==> src/rtl/navigation_sequencer_pkg.sv <==
// Shared definitions for the navigation sequencer: state encoding, the
// "arrived" command constant and small helpers used by the control logic.
package navigation_sequencer_pkg;

  localparam int unsigned CMD_W      = 12;
  localparam int unsigned LOC_W      = 12;
  localparam int unsigned TARGET_W   = 4;
  localparam int unsigned MOVE_CNT_W = 4;

  // A calculator result of all zeroes means the rover is already at the target.
  localparam logic [CMD_W-1:0] CMD_ARRIVED = '0;

  typedef enum logic [2:0] {
    NAV_IDLE    = 3'd0,
    NAV_MEASURE = 3'd1,
    NAV_CALC    = 3'd2,
    NAV_SEND    = 3'd3,
    NAV_SETTLE  = 3'd4,
    NAV_DONE    = 3'd5,
    NAV_FAULT   = 3'd6
  } nav_state_t;

  // States that belong to an active run.
  function automatic logic state_is_busy(input nav_state_t s);
    return (s == NAV_MEASURE) || (s == NAV_CALC) ||
           (s == NAV_SEND)    || (s == NAV_SETTLE);
  endfunction

  // Counter width able to hold the larger of the two wait lengths.
  function automatic int unsigned timer_width(input int unsigned a,
                                              input int unsigned b);
    int unsigned m;
    m = (a > b) ? a : b;
    return (m < 2) ? 1 : $clog2(m + 1);
  endfunction

endpackage

==> src/rtl/navigation_sequencer_wait_timer.sv <==
// Loadable down-counter. expired is high while the count sits at zero; a load
// of N-1 therefore flags expiry on the N-th cycle after the load edge.
module wait_timer #(
  parameter int unsigned WIDTH = 8
) (
  input  logic             clock,
  input  logic             reset,
  input  logic             load,
  input  logic [WIDTH-1:0] load_value,
  output logic             expired
);

  logic [WIDTH-1:0] count_q;
  logic [WIDTH-1:0] count_d;

  // Next count: reload on request, otherwise count down and hold at zero.
  always_comb begin
    count_d = count_q;
    if (load) begin
      count_d = load_value;
    end else if (count_q != '0) begin
      count_d = count_q - 1'b1;
    end
  end

  // Count register.
  always_ff @(posedge clock or negedge reset) begin
    if (!reset) begin
      count_q <= '0;
    end else begin
      count_q <= count_d;
    end
  end

  assign expired = (count_q == '0);

endmodule

==> src/rtl/navigation_sequencer.sv <==
// Rover navigation sequencer: measure position, ask the path calculator for a
// move, transmit it over IR, wait for the rover to settle, repeat until the
// calculator reports arrival, the move budget runs out or a wait times out.
module navigation_sequencer
  import navigation_sequencer_pkg::*;
#(
  parameter int unsigned TIMEOUT_CYCLES = 27000000,
  parameter int unsigned SETTLE_CYCLES  = 13500000,
  parameter int unsigned MAX_MOVES      = 15
) (
  input  logic                  clock,
  input  logic                  reset,
  input  logic                  start,
  input  logic                  abort,
  input  logic [TARGET_W-1:0]   target_location,
  input  logic                  location_valid,
  input  logic [LOC_W-1:0]      rover_location,
  input  logic                  calc_done,
  input  logic [CMD_W-1:0]      calc_command,
  input  logic                  tx_done,
  output logic                  measure_start,
  output logic                  calc_enable,
  output logic [LOC_W-1:0]      calc_rover_location,
  output logic [TARGET_W-1:0]   calc_target_location,
  output logic                  tx_start,
  output logic [CMD_W-1:0]      tx_command,
  output logic                  busy,
  output logic                  arrived,
  output logic                  error,
  output logic [MOVE_CNT_W-1:0] move_count
);

  localparam int unsigned            TMR_W        = timer_width(TIMEOUT_CYCLES, SETTLE_CYCLES);
  localparam logic [TMR_W-1:0]       TIMEOUT_LOAD = TMR_W'(TIMEOUT_CYCLES - 1);
  localparam logic [TMR_W-1:0]       SETTLE_LOAD  = TMR_W'(SETTLE_CYCLES - 1);
  localparam logic [MOVE_CNT_W-1:0]  MAX_MOVES_C  = MOVE_CNT_W'(MAX_MOVES);

  nav_state_t            state_q, state_d;
  logic [TARGET_W-1:0]   target_q, target_d;
  logic [LOC_W-1:0]      rover_q, rover_d;
  logic [CMD_W-1:0]      cmd_q, cmd_d;
  logic [MOVE_CNT_W-1:0] move_count_q, move_count_d;
  logic                  arrived_q, arrived_d;
  logic                  error_q, error_d;
  logic                  measure_start_q, measure_start_d;
  logic                  tx_start_q, tx_start_d;
  logic                  calc_enable_q, calc_enable_d;
  logic                  busy_q, busy_d;

  logic                  entering;
  logic                  timer_load;
  logic [TMR_W-1:0]      timer_value;
  logic                  timer_expired;

  // One timer serves both the per-state timeout and the settle delay; it is
  // reloaded on every entry into a timed state.
  wait_timer #(
    .WIDTH(TMR_W)
  ) u_wait_timer (
    .clock     (clock),
    .reset     (reset),
    .load      (timer_load),
    .load_value(timer_value),
    .expired   (timer_expired)
  );

  // Next-state and datapath decisions; abort overrides everything else.
  always_comb begin
    state_d      = state_q;
    target_d     = target_q;
    rover_d      = rover_q;
    cmd_d        = cmd_q;
    move_count_d = move_count_q;
    arrived_d    = arrived_q;
    error_d      = error_q;

    if (abort) begin
      state_d   = NAV_IDLE;
      arrived_d = 1'b0;
      error_d   = 1'b0;
    end else begin
      case (state_q)
        NAV_IDLE, NAV_DONE, NAV_FAULT: begin
          if (start) begin
            state_d      = NAV_MEASURE;
            target_d     = target_location;
            move_count_d = '0;
            arrived_d    = 1'b0;
            error_d      = 1'b0;
          end
        end
        NAV_MEASURE: begin
          if (location_valid) begin
            rover_d = rover_location;
            state_d = NAV_CALC;
          end else if (timer_expired) begin
            state_d = NAV_FAULT;
            error_d = 1'b1;
          end
        end
        NAV_CALC: begin
          if (calc_done) begin
            if (calc_command == CMD_ARRIVED) begin
              state_d   = NAV_DONE;
              arrived_d = 1'b1;
            end else begin
              cmd_d   = calc_command;
              state_d = NAV_SEND;
              if (move_count_q < MAX_MOVES_C) begin
                move_count_d = move_count_q + 1'b1;
              end
            end
          end else if (timer_expired) begin
            state_d = NAV_FAULT;
            error_d = 1'b1;
          end
        end
        NAV_SEND: begin
          if (tx_done) begin
            state_d = NAV_SETTLE;
          end else if (timer_expired) begin
            state_d = NAV_FAULT;
            error_d = 1'b1;
          end
        end
        NAV_SETTLE: begin
          if (timer_expired) begin
            if (move_count_q < MAX_MOVES_C) begin
              state_d = NAV_MEASURE;
            end else begin
              state_d = NAV_FAULT;
              error_d = 1'b1;
            end
          end
        end
        default: begin
          state_d = NAV_IDLE;
        end
      endcase
    end

    // Outputs are derived from the next state so that, once registered, the
    // pulses land on the first cycle of the new state.
    entering        = (state_d != state_q);
    timer_load      = entering && (state_is_busy(state_d));
    timer_value     = (state_d == NAV_SETTLE) ? SETTLE_LOAD : TIMEOUT_LOAD;
    measure_start_d = entering && (state_d == NAV_MEASURE);
    tx_start_d      = entering && (state_d == NAV_SEND);
    calc_enable_d   = (state_d == NAV_CALC);
    busy_d          = state_is_busy(state_d);
  end

  // Sequencer state and registered outputs.
  always_ff @(posedge clock or negedge reset) begin
    if (!reset) begin
      state_q         <= NAV_IDLE;
      target_q        <= '0;
      rover_q         <= '0;
      cmd_q           <= '0;
      move_count_q    <= '0;
      arrived_q       <= 1'b0;
      error_q         <= 1'b0;
      measure_start_q <= 1'b0;
      tx_start_q      <= 1'b0;
      calc_enable_q   <= 1'b0;
      busy_q          <= 1'b0;
    end else begin
      state_q         <= state_d;
      target_q        <= target_d;
      rover_q         <= rover_d;
      cmd_q           <= cmd_d;
      move_count_q    <= move_count_d;
      arrived_q       <= arrived_d;
      error_q         <= error_d;
      measure_start_q <= measure_start_d;
      tx_start_q      <= tx_start_d;
      calc_enable_q   <= calc_enable_d;
      busy_q          <= busy_d;
    end
  end

  assign measure_start        = measure_start_q;
  assign calc_enable          = calc_enable_q;
  assign calc_rover_location  = rover_q;
  assign calc_target_location = target_q;
  assign tx_start             = tx_start_q;
  assign tx_command           = cmd_q;
  assign busy                 = busy_q;
  assign arrived              = arrived_q;
  assign error                = error_q;
  assign move_count           = move_count_q;

endmodule
==> config.mk <==
export PLATFORM = sky130hd
export DESIGN_NAME = navigation_sequencer
export DESIGN_NICKNAME = d
export VERILOG_FILES = /design/src/rtl/navigation_sequencer_pkg.sv /design/src/rtl/navigation_sequencer_wait_timer.sv /design/src/rtl/navigation_sequencer.sv
export SDC_FILE = /design/constraint.sdc
export NUM_CORES = 1
export LEC_CHECK = 0
export BUFFER_PORTS_ARGS = -buffer_cell sky130_fd_sc_hd__buf_2
export CELL_PAD_IN_SITES_DETAIL_PLACEMENT = 0
export CELL_PAD_IN_SITES_GLOBAL_PLACEMENT = 1
export CORE_MARGIN = 4
export CORE_UTILIZATION = 45
export CTS_CLUSTER_SIZE = 8
export DETAILED_ROUTE_END_ITERATION = 10
export PLACE_DENSITY = 0.91
export SYNTH_ARGS = -nofsm -noshare
export SYNTH_HDL_FRONTEND = slang
export SYNTH_HIERARCHICAL = 1
export SYNTH_SLANG_ARGS = --single-unit
==> constraint.sdc <==
create_clock -name clock -period 5.05 [get_ports clock]
set_input_delay 1.2625 -clock clock [delete_from_list [all_inputs] [get_ports clock]]
set_output_delay 1.2625 -clock clock [all_outputs]
set_load 0.03 [all_outputs]
== Yosys cells after proc, flatten, opt, wreduce, memory -nomap -nowiden ==
Cells that the tools add are included.
Word-level totals
  input bits: 35
  word-level logic and storage cells: 92
  register bits after elaboration: 66
  output and inout port bits: 38
Cells by class
  order comparisons: 1
  add/sub/neg operators: 2
  mux-type cells: 31
  eq/ne operators: 23
  reductions and logical operators: 21
  bitwise operators: 2
Operators by type and width (number)
  2-to-1 mux 25 bit: 3
  2-to-1 mux 3 bit: 9
  zero test 25 bit: 1
  nonzero test 25 bit: 1
  subtractor 25 x 1 -> 25 bit, second input constant: 1
  inequality test 3 bit, second input constant: 8
  2-to-1 mux 4 bit: 4
  case mux 3 bit (5 select lines): 1
  equality test 3 x 2 -> 1 bit, second input constant: 4
  equality test 3 bit, second input constant: 4
  zero test 12 bit: 1
  2-to-1 mux 1 bit: 11
  inequality test 2 bit, second input constant: 4
  case mux 4 bit (2 select lines): 1
  AND reduction 4 bit: 2
  AND reduction 7 bit: 1
  equality test 3 x 1 -> 1 bit, second input constant: 2
  AND reduction 3 bit: 2
  AND reduction 6 bit: 1
  nonzero test 6 bit: 1
  case mux 1 bit (5 select lines): 1
  adder 4 x 1 -> 4 bit, second input constant: 1
  less-than comparator 4 bit, second input constant: 1
  nonzero test 2 bit: 2
  8 further kinds: 13

== Depth between registers and ports, before layout ==
Gate-level depths: netlist of the first run.
  depth after elaboration: 11
  gate-level depth with buffers: 14
  depth with buffers taken out: 12

== Hierarchy ==
The synthesis of the first run kept the hierarchy.
Modules (own cells, without submodules)
  navigation_sequencer: seq. area each 1026.0 um^2, times used 1, area each 2220.9 um^2, cells each 219
  wait_timer: seq. area each 625.6 um^2, times used 1, area each 1417.6 um^2, cells each 150

== Worst setup path before layout of the first run ==
Ideal clock, no wire load.
  kind: reg-to-reg
  from: register u_wait_timer.count_q[20]
  to: register u_wait_timer.count_q[5]
  arrival time: 3252 ps
  stages on the path, launching flop included: 12
  slack: 1673 ps
  period minus slack after synthesis: 3377 ps
  setup time: 125 ps
  path buffers: 2
  data required time: 4925 ps
  cell sequence: dfrtp_1 > or4_4 > or3_4 > nor3_2 > clkbuf_8 > nand2_1 > a32o_1 > nor3_4 > xnor2_1 > o22ai_1 > clkbuf_1 > mux2_2
Between the ends
  longest elaborated chain between the ends: 11
  elaborated cells on any way between the ends: 21
  classes of those cells: 5 x eq/ne; 9 x mux; 7 x reduce/logical
Ends and longest elaborated chain
  start: declaration: line navigation_sequencer_wait_timer.sv:13  | logic [WIDTH-1:0] count_q;
  start signal: assignment: line navigation_sequencer_wait_timer.sv:31  | count_q <= count_d;
  zero test 25 bit (*): line navigation_sequencer_wait_timer.sv:35  | assign expired = (count_q == '0);
  net timer_expired: line navigation_sequencer.sv:53  | logic timer_expired;
  2-to-1 mux 3 bit: line navigation_sequencer.sv:96, navigation_sequencer.sv:113, navigation_sequencer.sv:121
  2-to-1 mux 3 bit, on equally long branches: line navigation_sequencer.sv:119, navigation_sequencer.sv:93, navigation_sequencer.sv:102
  case mux 3 bit (5 select lines) (*): line navigation_sequencer.sv:82  | case (state_q)
  2-to-1 mux 3 bit (*): line navigation_sequencer.sv:77  | if (abort) begin
  equality test 3 x 1 -> 1 bit / equality test 3 x 2 -> 1 bit (equally long branches): line navigation_sequencer_pkg.sv:25  | return (s == NAV_MEASURE) || (s == NAV_CALC) ||
  logical OR 1 bit (2 in a row): line navigation_sequencer_pkg.sv:25
  logical OR 1 bit: line navigation_sequencer_pkg.sv:26  | (s == NAV_SEND) || (s == NAV_SETTLE);
  logical AND 1 bit (*): line navigation_sequencer.sv:145  | timer_load = entering && (state_is_busy(state_d));
  net timer_load: line navigation_sequencer.sv:51  | logic timer_load;
  2-to-1 mux 25 bit / nonzero test 2 bit (equally long branches)
Mark *: on every way through the listed nets, which the timed path passes. The rest lies on a longest branch.
A chain may end at the register's enable or synchronous reset.

== Worst setup path in the final report of the first run ==
  from: register u_wait_timer.count_q[7]
  to: register u_wait_timer.count_q[16]
Between the ends
  longest elaborated chain between the ends: 11
  elaborated cells on any way between the ends: 22
  classes of those cells: 1 x add/sub; 5 x eq/ne; 9 x mux; 7 x reduce/logical
Ends and longest elaborated chain
  zero test 25 bit (*): line navigation_sequencer_wait_timer.sv:35
  net timer_expired: line navigation_sequencer.sv:53
  2-to-1 mux 3 bit: line navigation_sequencer.sv:96, navigation_sequencer.sv:113, navigation_sequencer.sv:121
  2-to-1 mux 3 bit, on equally long branches: line navigation_sequencer.sv:119, navigation_sequencer.sv:93, navigation_sequencer.sv:102
  case mux 3 bit (5 select lines) (*): line navigation_sequencer.sv:82
  2-to-1 mux 3 bit (*): line navigation_sequencer.sv:77
  net state_d[0]: line navigation_sequencer.sv:38  | nav_state_t state_q, state_d;
  equality test 3 x 1 -> 1 bit / equality test 3 x 2 -> 1 bit (equally long branches): line navigation_sequencer_pkg.sv:25
  logical OR 1 bit (2 in a row): line navigation_sequencer_pkg.sv:25
  logical OR 1 bit: line navigation_sequencer_pkg.sv:26
  logical AND 1 bit (*): line navigation_sequencer.sv:145
  net timer_load: line navigation_sequencer.sv:51
  2-to-1 mux 25 bit / nonzero test 2 bit (equally long branches)
Mark *: on every way through the listed nets, which the timed path passes. The rest lies on a longest branch. The select of a mux whose other input is x is not followed.

==> reports/metrics.yaml, run 1 <==
yosysWarnings: 6
synthDistinctLibCells: 64
ios: 73
path_class: "flip-flop to flip-flop"
min_to: "tx_command[4]$_DFFE_PN0P_"
crit_chain: "nor3_1, nand4_4, nor3_2, buf_4, nand2b_1, a221oi_1, nor4_2, nor2_4, o32ai_1, o22ai_2, or2_1, o21ai_0"
cts.repair.resized: 0
ant_nets: 0
cts_setup_buffers: 0
cts_tree: "done"
synth_seq_cells: 66
overflow: 0
dieWidth_um: 97.92
start_kind: "flip-flop"
dp_hpwl_um: 5870
dr.pass1.iters: 4
min-delay-start: "tx_command[4]$_DFFE_PN0P_"
post-route-min-period_ps: 3729
hold_viol: 0
synth-async-reset-ratio_pct: 100.0
drv_cap: 0
wirelength_um: 8014
fp-row-count: 32
area_growth_pct: 17.57
ys_seq_area_share_pct: 45.39
cts-root-buf: "clkbuf_8"
setup_viol_count_final: 0
ys.flop_type: "dfrtp_1"
synth_top_area_cell: "dfrtp_1"
slew_viol_final: 0
r2r_end: "u_wait_timer/count_q[16]$_DFFE_PN0P_"
synthTopCellsByArea: "dfrtp_1, nand2_1, mux2_2"
tightestPinTransition_ps: 1119
slew_headroom_pct: 25.12
drc_errors: 0
portBuffers: 72
hp-class: "flip-flop to flip-flop"
skew_ps: 7.638
gp_congestion: 0.8424
wl_per_cell_um: 14.31
grt_pass1_wl_um: 13680
max_freq_ghz: 0.2681
die_area_mm2: 0.009588
final_area_mm2: 0.004278
crit_path_end_kind: "flip-flop"
n_antenna_cell: 0
fin_crit_sh_pct: 73.85
path_clk_slew_ps: 80
required_ps: 5290
hold_buffers: 0
start_util_pct: 46.60
fp.dieH_um: 97.92
cts_num_sinks: 66
dp.cells: 544
p_leak_nw: 1.923
antenna_found_initial: 0
vias: 2951
clk_path_buf_depth: 2
cts_inserted_buffers: 9
avgSynthCellArea_um2: 9.860
viasPerCell: 5.270
slowest_delay_ps: 570
fin_cells: 560
rsz0062_at_grt: "false"
netlist_area_mm2: 0.003638
reg2reg_slack_ps: 1320
outcome: "finished clean"
grt_usage_pct: 17.11
arrival_ps: 3970
whs_path_depth: 2
grt_pass1_vias: 2927
synth_edf_count: 0
worst_r2r_path_depth: 12
core_area_mm2: 0.007807
cp_max_fo: 18
setup_tns_ps: 0
place_area_mm2: 0.004078
grt_max_degree: 36
r2r-start: "u_wait_timer/count_q[7]$_DFFE_PN0P_"
total_power_mw: 2.040
synth_top_area_share_pct: 45.39
htreeDepth: 3
num-nets-final: 491
power_density_mw_per_mm2: 476.9
drt_iter0_drc: 128
syn_inst: 369
crit_slowest_cell: "nor3_1"
ir_drop_mv: 0.1701
clock_latency_ps: 340
final_layout_size_suffix_gt1_share_pct: 29.91
[cell type report]
cell class / instances / area (um2)
clock inverters: 7 / 76.32
clock buffers: 9 / 123.9
fillers: 714 / 3530
inverters: 11 / 41.29
well taps: 102 / 127.6
flip-flops and latches: 66 / 1652
repair buffers: 75 / 382.9
multi-input cells: 290 / 1874
[power by group]
group	switching [mW]	leakage (nW)	internal, mW	total, mW
Clock	0.218	0.0962	0.231	0.449
Combinational	0.458	0.994	0.287	0.744
Sequential	0.140	0.832	0.706	0.846
Total	0.816	1.92	1.22	2.04
[cell usage after synthesis, types with 2 or more instances]
master    count
nand2_1      72
dfrtp_1      66
xnor2_1      21
mux2_2       19
nor2_1       18
nor3_1       18
o21ai_0      15
o21ai_1      12
inv_1        10
a21oi_1       8
nand2b_1      7
nor4_1        5
or3_1         5
xor2_1        5
clkbuf_1      4
clkbuf_8      4
nand3_1       4
nand4_1       4
nor4_2        4
o31ai_1       4
buf_2         3
buf_4         3
ha_1          3
nor4_4        3
a31oi_1       2
and2_2        2
and3_1        2
and3_2        2
buf_6         2
conb_1        2
nand3b_1      2
nor3_4        2
nor3b_1       2
o211ai_1      2
o22ai_1       2
o32ai_1       2
[critical path, delay by kind of cell, from the launching register on]
kind | cells | cell delay, ps
flops | 1 | 420
buf+inv | 1 | 210
compound gates | 4 | 680
simple gates | 7 | 2340
[worst max path at each step]
stage / from / end / slack (ps) / cells after the start
after global routing: u_wait_timer/count_q[7]$_DFFE_PN0P_ / u_wait_timer/count_q[14]$_DFFE_PN0P_ / 1000 / 12
after floorplan: u_wait_timer/count_q[20]$_DFFE_PN0P_ / u_wait_timer/count_q[5]$_DFFE_PN0P_ / 1670 / 11
after CTS: u_wait_timer/count_q[7]$_DFFE_PN0P_ / u_wait_timer/count_q[16]$_DFFE_PN0P_ / 1310 / 12
final: u_wait_timer/count_q[7]$_DFFE_PN0P_ / u_wait_timer/count_q[16]$_DFFE_PN0P_ / 1320 / 12
after detailed placement: u_wait_timer/count_q[7]$_DFFE_PN0P_ / u_wait_timer/count_q[17]$_DFFE_PN0P_ / 1330 / 12
after global placement: u_wait_timer/count_q[7]$_DFFE_PN0P_ / u_wait_timer/count_q[14]$_DFFE_PN0P_ / 1430 / 12
[flip-flops by register name (all words and copies together) (netlist names)]
register	flops
error	1
state_q	3
tx_command	12
calc_enable	1
tx_start	1
u_wait_timer/count_q	25
move_count	4
calc_rover_location	12
busy	1
measure_start	1
arrived	1
calc_target_location	4
[layout by cell type, fill, tap and decap left out, types with 2 or more instances in the layout]
cell / netlist / layout
nor2_1: 18 / 18
nor3b_1: 2 / 2
ha_1: 3 / 3
nand2b_1: 7 / 7
xor2_1: 5 / 5
nor4_1: 5 / 5
clkbuf_8: 4 / 9
dfrtp_1: 66 / 66
nand3b_1: 2 / 2
conb_1: 2 / 16
or3_1: 5 / 5
a31oi_1: 2 / 2
o31ai_1: 4 / 4
o21ai_0: 15 / 15
buf_2: 3 / 72
nor3_4: 2 / 2
clkinvlp_4: 0 / 2
inv_6: 0 / 2
nand4_1: 4 / 4
buf_4: 3 / 3
o211ai_1: 2 / 2
o32ai_1: 2 / 2
and3_2: 2 / 2
mux2_2: 19 / 19
o21ai_1: 12 / 12
inv_1: 10 / 10
xnor2_1: 21 / 21
and2_2: 2 / 2
nor4_2: 4 / 4
nand2_1: 72 / 72
and3_1: 2 / 2
a21oi_1: 8 / 8
nor4_4: 3 / 3
nand3_1: 4 / 4
nor3_1: 18 / 18
[kinds of logic (layout without fill, tap and decap cells)]
logic type               count (synthesis)  in the layout  share of synthesized area (%)
AO/OA/AOI/OAI                           62             62                          11.04
buffers and inverters                   27            102                          4.711
other                                    2             16                         0.2064
multiplexers                            20             20                          6.156
XOR/XNOR                                27             27                          6.706
adder cells (fa/ha/maj)                  3              3                          1.032
AND/OR/NAND/NOR                        162            162                          24.76
flip-flops                              66             66                          45.39
[per-layer routing]
layer | up-vias | share of wire, % | track usage, %
li1 | 1445 | - | -
met4 | 0 | 0.87 | 5.857
met5 | - | 0 | 0
met1 | 1411 | 45 | 22.36
met2 | 87 | 48 | 28.12
met3 | 8 | 6.3 | 3.786
[stage by stage]
step                hold WS (ps)  worst slack [ps]  utilization (%)
floorplan                  529.8              1674                -
global placement           455.9              1425            52.23
detailed placement         460.2              1333            52.23
CTS                        478.8              1307            54.79
global route               506.8              1005            54.79
finish                     478.6              1321            54.79
No activity file was read; power rests on OpenSTA's default activity.
==> inputs of run 2 (changes only) <==
ABC_AREA = 1   (was unset)
CORE_UTILIZATION = 41   (was 45)
PLACE_DENSITY = 0.87   (was 0.91)
clock period = 3.5 ns   (was 5.05 ns; I/O delays follow)
==> reports/metrics.yaml, run 2 <==
outcome: "finished clean"  # unchanged
rsz0062_at_grt: "false"  # unchanged
post-route-min-period_ps: 3065  # was 3729 ps
viasPerCell: 4.831  # was 5.270
drt_iter0_drc: 116  # was 128
p_leak_nw: 2.252  # was 1.923 nW
synth_most_common_cell: "nand2_1"  # unchanged
slew_viol_final: 0  # unchanged
grt_pass1_vias: 3245  # was 2927
synth_top_area_cell: "dfrtp_1"  # unchanged
gp_congestion: 0.8557  # was 0.8424
setup_tns_ps: 0  # unchanged
ios: 73  # unchanged
fin_crit_sh_pct: 87.57  # was 73.85%
wirelength_um: 8378  # was 8014 um
cts_num_sinks: 66  # unchanged
start_util_pct: 42.63  # was 46.60%
max_flop_register: "u_wait_timer/count_q"  # unchanged
synthTopCellsByArea: "dfrtp_1, nand2_1, nor2_1"  # was dfrtp_1, nand2_1, mux2_2
vias: 3208  # was 2951
slowest_delay_ps: 380  # was 570 ps
htreeDepth: 3  # unchanged
hold_buffers: 0  # unchanged
setup_ws_ps: 435.1  # was 1321 ps
layout_common_cells: "nand2_1, buf_2, dfrtp_1"  # unchanged
crit_top_cell: "nand2_1"
synth_common_cells: "nand2_1, dfrtp_1, nor2_1"  # was nand2_1, dfrtp_1, xnor2_1
die_area_mm2: 0.01075  # was 0.009588 mm2
power_density_mw_per_mm2: 764.8  # was 476.9 mW/mm2
final_layout_size_suffix_gt1_share_pct: 27.34  # was 29.91%
skew_ps: 10.19  # was 7.638 ps
drc_errors: 0  # unchanged
max_freq_ghz: 0.3263  # was 0.2681 GHz
synth-async-reset-ratio_pct: 100.0  # unchanged
portBuffers: 72  # unchanged
fp-row-count: 34  # was 32
synth_top_area_share_pct: 44.00  # was 45.39%
avgSynthCellArea_um2: 8.160  # was 9.860 um2
syn_inst: 460  # was 369
tightestPinTransition_ps: 621.8  # was 1119 ps
netlist_area_mm2: 0.003754  # was 0.003638 mm2
critical-path-top-delay-family: "simple AND/OR/NAND/NOR gates"  # unchanged
dr.pass1.iters: 4  # unchanged
arrival_ps: 3310  # was 3970 ps
ys.flop_type: "dfrtp_1"  # unchanged
dp_hpwl_um: 6345  # was 5870 um
setup_viol_count_final: 0  # unchanged
path_buf_inv: 8  # was 1
synth_edf_count: 0  # unchanged
grt_pass1_wl_um: 14950  # was 13680 um
path_class: "flip-flop to flip-flop"  # unchanged
start_kind: "flip-flop"  # unchanged
total_power_mw: 3.386  # was 2.040 mW
yosysWarnings: 6  # unchanged
synthDistinctLibCells: 39  # was 64
cts_inserted_buffers: 9  # unchanged
ant_nets: 0  # unchanged
cts-root-buf: "clkbuf_8"  # unchanged
n_antenna_cell: 0  # unchanged
core_area_mm2: 0.008806  # was 0.007807 mm2
wl_per_cell_um: 12.62  # was 14.31 um
num-nets-final: 590  # was 491
ys_seq_area_share_pct: 44.00  # was 45.39%
cts_tree: "done"  # unchanged
layout_commonest_cell: "nand2_1"
synth_seq_cells: 66  # unchanged
fp.dieH_um: 103.7  # was 97.92 um
path_clk_slew_ps: 80  # about the same
antenna_found_initial: 0  # unchanged
grt_max_degree: 27  # was 36
hold_viol: 0  # unchanged
reg2reg_slack_ps: 440  # was 1320 ps
preCtsSetupSlack_ps: 279.5  # was 1333 ps
grt_usage_pct: 16.66  # was 17.11%
area_growth_pct: 17.93  # was 17.57%
clk_path_buf_depth: 2  # unchanged
ir_drop_mv: 0.3935  # was 0.1701 mV
dieWidth_um: 103.7  # was 97.92 um
hp-class: "flip-flop to flip-flop"  # unchanged
overflow: 0  # unchanged
clock_latency_ps: 350  # was 340 ps
crit_slowest_cell: "dfrtp_1"  # was nor3_1
required_ps: 3740  # was 5290 ps
slew_headroom_pct: 58.43  # was 25.12%
fin_util_pct: 50.27  # was 54.79%
drv_cap: 0  # unchanged
cp_max_fo: 11  # was 18
crit_path_end_kind: "flip-flop"  # unchanged
largest_reg_flops: 25  # unchanged
## run 2: cell count changes after synthesis, moves of 14 or more
| cell | delta |
|---|---|
| nor2_1 | +41 |
| inv_1 | +23 |
| nand3_1 | +28 |
| xnor2_1 | -14 |
| nand2_1 | +60 |
| nor3_1 | -14 |
## run 2: kinds of logic (layout without fill, tap and decap cells)
kind of cell | count (synthesis) | count (layout) | synth area share [%]
DFF | 66 | 66 | 44.00
xor gates and xnor gates | 13 | 13 | 3.033
muxes | 24 | 24 | 7.200
adders and majority gates | 3 | 3 | 1.000
other | 2 | 16 | 0.2001
AOI/OAI and AO/OA | 36 | 36 | 5.567
and+or+nand+nor | 266 | 266 | 32.33
buffers and inverters | 50 | 132 | 6.666
## run 2: timing repair
action	in CTS	in global routing
setup buffers	0	0
setup endpoints to repair	0	11
resized for setup	0	3
hold endpoints to repair	0	0
## run 2: cell type report
class                      instances  area (um2)
fill                             850        4379
multi-input combinational        358        1904
clock buffer                       9       123.9
inverter                          42       161.4
clock inverter                     6       67.56
tap                              108       135.1
sequential                        66        1652
timing repair buffer              75       382.9
## run 2: through the flow
step	cells	cell area (um2)	hold WS, ps
detailed placement	649	4233	462.7
floorplan	474	3806	465.2
global placement	649	4233	456.3
CTS	664	4424	482.0
finish	664	4427	474.8
global route	664	4427	498.9
## run 2: path summary, 6_finish.rpt
| path | start | end | cells past startpoint |
|---|---|---|---|
| max | u_wait_timer/count_q[0]$_DFFE_PN0P_ | u_wait_timer/count_q[18]$_DFFE_PN0P_ | 25 |
| min | calc_target_location[0]$_DFFE_PN0P_ | calc_target_location[0]$_DFFE_PN0P_ | 2 |
| max reg2reg | u_wait_timer/count_q[0]$_DFFE_PN0P_ | u_wait_timer/count_q[18]$_DFFE_PN0P_ | 25 |
| min reg2reg | calc_target_location[0]$_DFFE_PN0P_ | calc_target_location[0]$_DFFE_PN0P_ | 2 |
| max in group asynchronous | reset | calc_rover_location[7]$_DFFE_PN0P_ | 2 |
| min in group asynchronous | reset | u_wait_timer/count_q[9]$_DFFE_PN0P_ | 1 |
## run 2: layer usage
metal / part of all wire (%) / routed length (um) / track usage [%]
met1: 43 / 3641 / 20.26
met2: 51 / 4269 / 29.16
met3: 4.1 / 340 / 3.545
met4: 1.5 / 125 / 5.983
met5: 0 / 0 / 0
## run 2: worst reg2reg max path: stages, from the launching register on
cell,delay (ps)
dfrtp_1,380
inv_1,130
ha_1,160
inv_1,40
nor2_1,80
nand2_1,80
nor2_2,110
nand3_2,110
inv_1,150
inv_1,120
nand2_1,100
nand2_1,60
nand3_1,80
nor2_1,40
nand2_1,120
nand2_2,90
inv_2,120
nand3_4,120
nand2_2,110
inv_2,30
nor2_1,130
inv_2,110
nand2_2,220
inv_4,130
nand3_1,100
nand2_1,50
## run 2: where the power goes
group	total, mW	switching [mW]	leakage (nW)	internal, mW
combinational	1.46	0.956	1.33	0.505
sequential	1.28	0.217	0.830	1.06
clock	0.645	0.318	0.0917	0.327
==> inputs of run 3 (changes only) <==
CORE_ASPECT_RATIO = 0.9   (was unset)
CORE_UTILIZATION = 35   (was 41)
PLACE_DENSITY = 0.77   (was 0.87)
==> reports/metrics.yaml, run 3 (synthesis gave the netlist of run 2 again) <==
drc_errors: 0  # unchanged
core_area_mm2: 0.01038  # was 0.008806 mm2
portBuffers: 72  # unchanged
viasPerCell: 4.617  # was 4.831
grt_usage_pct: 15.15  # was 16.66%
post-route-min-period_ps: 3038  # was 3065 ps
slew_viol_final: 0  # unchanged
r2r_end: "u_wait_timer/count_q[0]$_DFFE_PN0P_"  # was u_wait_timer/count_q[18]$_DFFE_PN0P_
cts_inserted_buffers: 9  # unchanged
arrival_ps: 3240  # was 3310 ps
worst_r2r_path_depth: 25  # unchanged
path_clk_slew_ps: 60  # was 80 ps
grt_pass1_wl_um: 15230  # was 14950 um
area_growth_pct: 22.10  # was 17.93%
final_area_mm2: 0.004583  # was 0.004427 mm2
gp_congestion: 0.8378  # was 0.8557
min-delay-start: "calc_target_location[1]$_DFFE_PN0P_"  # was calc_target_location[0]$_DFFE_PN0P_
hold_buffers: 0  # unchanged
path_depth: 25  # unchanged
cts_num_sinks: 66  # unchanged
fp.dieH_um: 106.2  # was 103.7 um
crit_slowest_cell: "dfrtp_1"  # unchanged
ant_nets: 0  # unchanged
path_buf_inv: 8  # unchanged
path_class: "flip-flop to flip-flop"  # unchanged
skew_ps: 8.195  # was 10.19 ps
crit_path_end: "u_wait_timer/count_q[0]$_DFFE_PN0P_"  # was u_wait_timer/count_q[18]$_DFFE_PN0P_
die_area_mm2: 0.01245  # was 0.01075 mm2
r2r-start: "u_wait_timer/count_q[0]$_DFFE_PN0P_"  # unchanged
grt_max_degree: 67  # was 27
start_util_pct: 36.17  # was 42.63%
place_area_mm2: 0.004272  # was 0.004233 mm2
outcome: "finished clean"  # unchanged
ios: 73  # unchanged
vias: 3167  # was 3208
fp-row-count: 35  # was 34
num-nets-final: 590  # unchanged
hold_viol: 0  # unchanged
wirelength_um: 8658  # was 8378 um
tightestPinTransition_ps: 648.3  # was 621.8 ps
max_flop_register: "u_wait_timer/count_q"  # unchanged
largest_reg_flops: 25  # unchanged
cp_max_fo: 11  # unchanged
grt_pass1_vias: 3267  # was 3245
n_fill_cell: 1014  # was 850
max_freq_ghz: 0.3292  # was 0.3263 GHz
start_kind: "flip-flop"  # unchanged
p_leak_nw: 2.314  # was 2.252 nW
drt_iter0_drc: 157  # was 116
hp-class: "flip-flop to flip-flop"  # unchanged
fin_crit_sh_pct: 86.79  # was 87.57%
rsz0062_at_grt: "false"  # unchanged
reg2reg_slack_ps: 460  # was 440 ps
startpoint: "u_wait_timer/count_q[0]$_DFFE_PN0P_"  # unchanged
crit_path_end_kind: "flip-flop"  # unchanged
ir_drop_mv: 0.3633  # was 0.3935 mV
layout_common_cells: "nand2_1, buf_2, dfrtp_1"  # unchanged
setup_tns_ps: 0  # unchanged
wl_per_cell_um: 12.62  # about the same
clock_latency_ps: 320  # was 350 ps
drv_cap: 0  # unchanged
n_antenna_cell: 0  # unchanged
dp_hpwl_um: 6415  # was 6345 um
required_ps: 3710  # was 3740 ps
slew_headroom_pct: 56.66  # was 58.43%
antenna_found_initial: 0  # unchanged
dr.pass1.iters: 4  # unchanged
critical-path-top-delay-family: "simple AND/OR/NAND/NOR gates"  # unchanged
dieWidth_um: 117.2  # was 103.7 um
cts_tree: "done"  # unchanged
multi_input_area_mm2: 0.001909  # was 0.001904 mm2
slowest_delay_ps: 380  # about the same
htreeDepth: 3  # unchanged
seq_area_mm2: 0.001652  # unchanged
final_layout_size_suffix_gt1_share_pct: 27.29  # was 27.34%
power_density_mw_per_mm2: 800.9  # was 764.8 mW/mm2
setup_viol_count_final: 0  # unchanged
clk_path_buf_depth: 2  # unchanged
cts-root-buf: "clkbuf_16"  # was clkbuf_8
overflow: 0  # unchanged
layout_commonest_cell: "nand2_1"  # unchanged
-- run 3: area by class of cell --
type / count / area share (%)
multi-input combinational: 358 / 41.66
sequential: 66 / 36.04
timing repair buffer: 75 / 8.627
clock buffer: 10 / 5.214
inverter: 42 / 3.522
tap: 129 / 3.522
clock inverter: 6 / 1.420
-- run 3: routing by layer --
| metal | track usage [%] | vias to the layer above | routed length (um) |
|---|---|---|---|
| met5 | 0 | - | 0 |
| met4 | 4.832 | 0 | 71 |
| met2 | 24.92 | 51 | 4437 |
| met1 | 19.61 | 1480 | 3885 |
| met3 | 3.415 | 4 | 264 |
| li1 | - | 1632 | - |
-- run 3: worst min path at each step --
stage                                               end  slack (ps)  depth (start not counted)
CTS                 calc_target_location[2]$_DFFE_PN0P_         470                          2
finish              calc_target_location[1]$_DFFE_PN0P_         470                          2
global placement    calc_target_location[1]$_DFFE_PN0P_         450                          2
floorplan           u_wait_timer/count_q[0]$_DFFE_PN0P_         470                          2
global route                        arrived$_DFFE_PN0P_         500                          2
detailed placement  calc_target_location[2]$_DFFE_PN0P_         460                          2
-- run 3: power breakdown --
group | leakage, nW | switching, mW | total, mW | internal (mW)
Combinational | 1.34 | 0.958 | 1.47 | 0.508
Clock | 0.149 | 0.345 | 0.917 | 0.572
Sequential | 0.830 | 0.224 | 1.29 | 1.06
-- run 3: what timing repair did --
item	4_1_cts	5_1_grt
endpoints found under the setup margin	0	11
resized for setup	0	3
buffers inserted	0	0
-- run 3: worst min-delay path: cells and delay by family (launching register included) --
family,cells,cell delay (ps)
and+or+nand+nor,2,90
DFF,1,340
-- run 3: metrics by stage --
step | util (%) | instances | setup WS [ps] | hold WS, ps | power [mW]
after floorplan | - | 474 | 702.3 | 465.2 | 2.389
after global placement | 41.16 | 670 | 274.5 | 454.1 | 2.753
after detailed placement | 41.16 | 670 | 234.6 | 456.8 | 2.775
after CTS | 44.09 | 686 | 315.0 | 471.6 | 3.711
after global routing | 44.16 | 686 | 33.62 | 496.0 | 3.954
final | 44.16 | 686 | 462.4 | 469.9 | 3.671
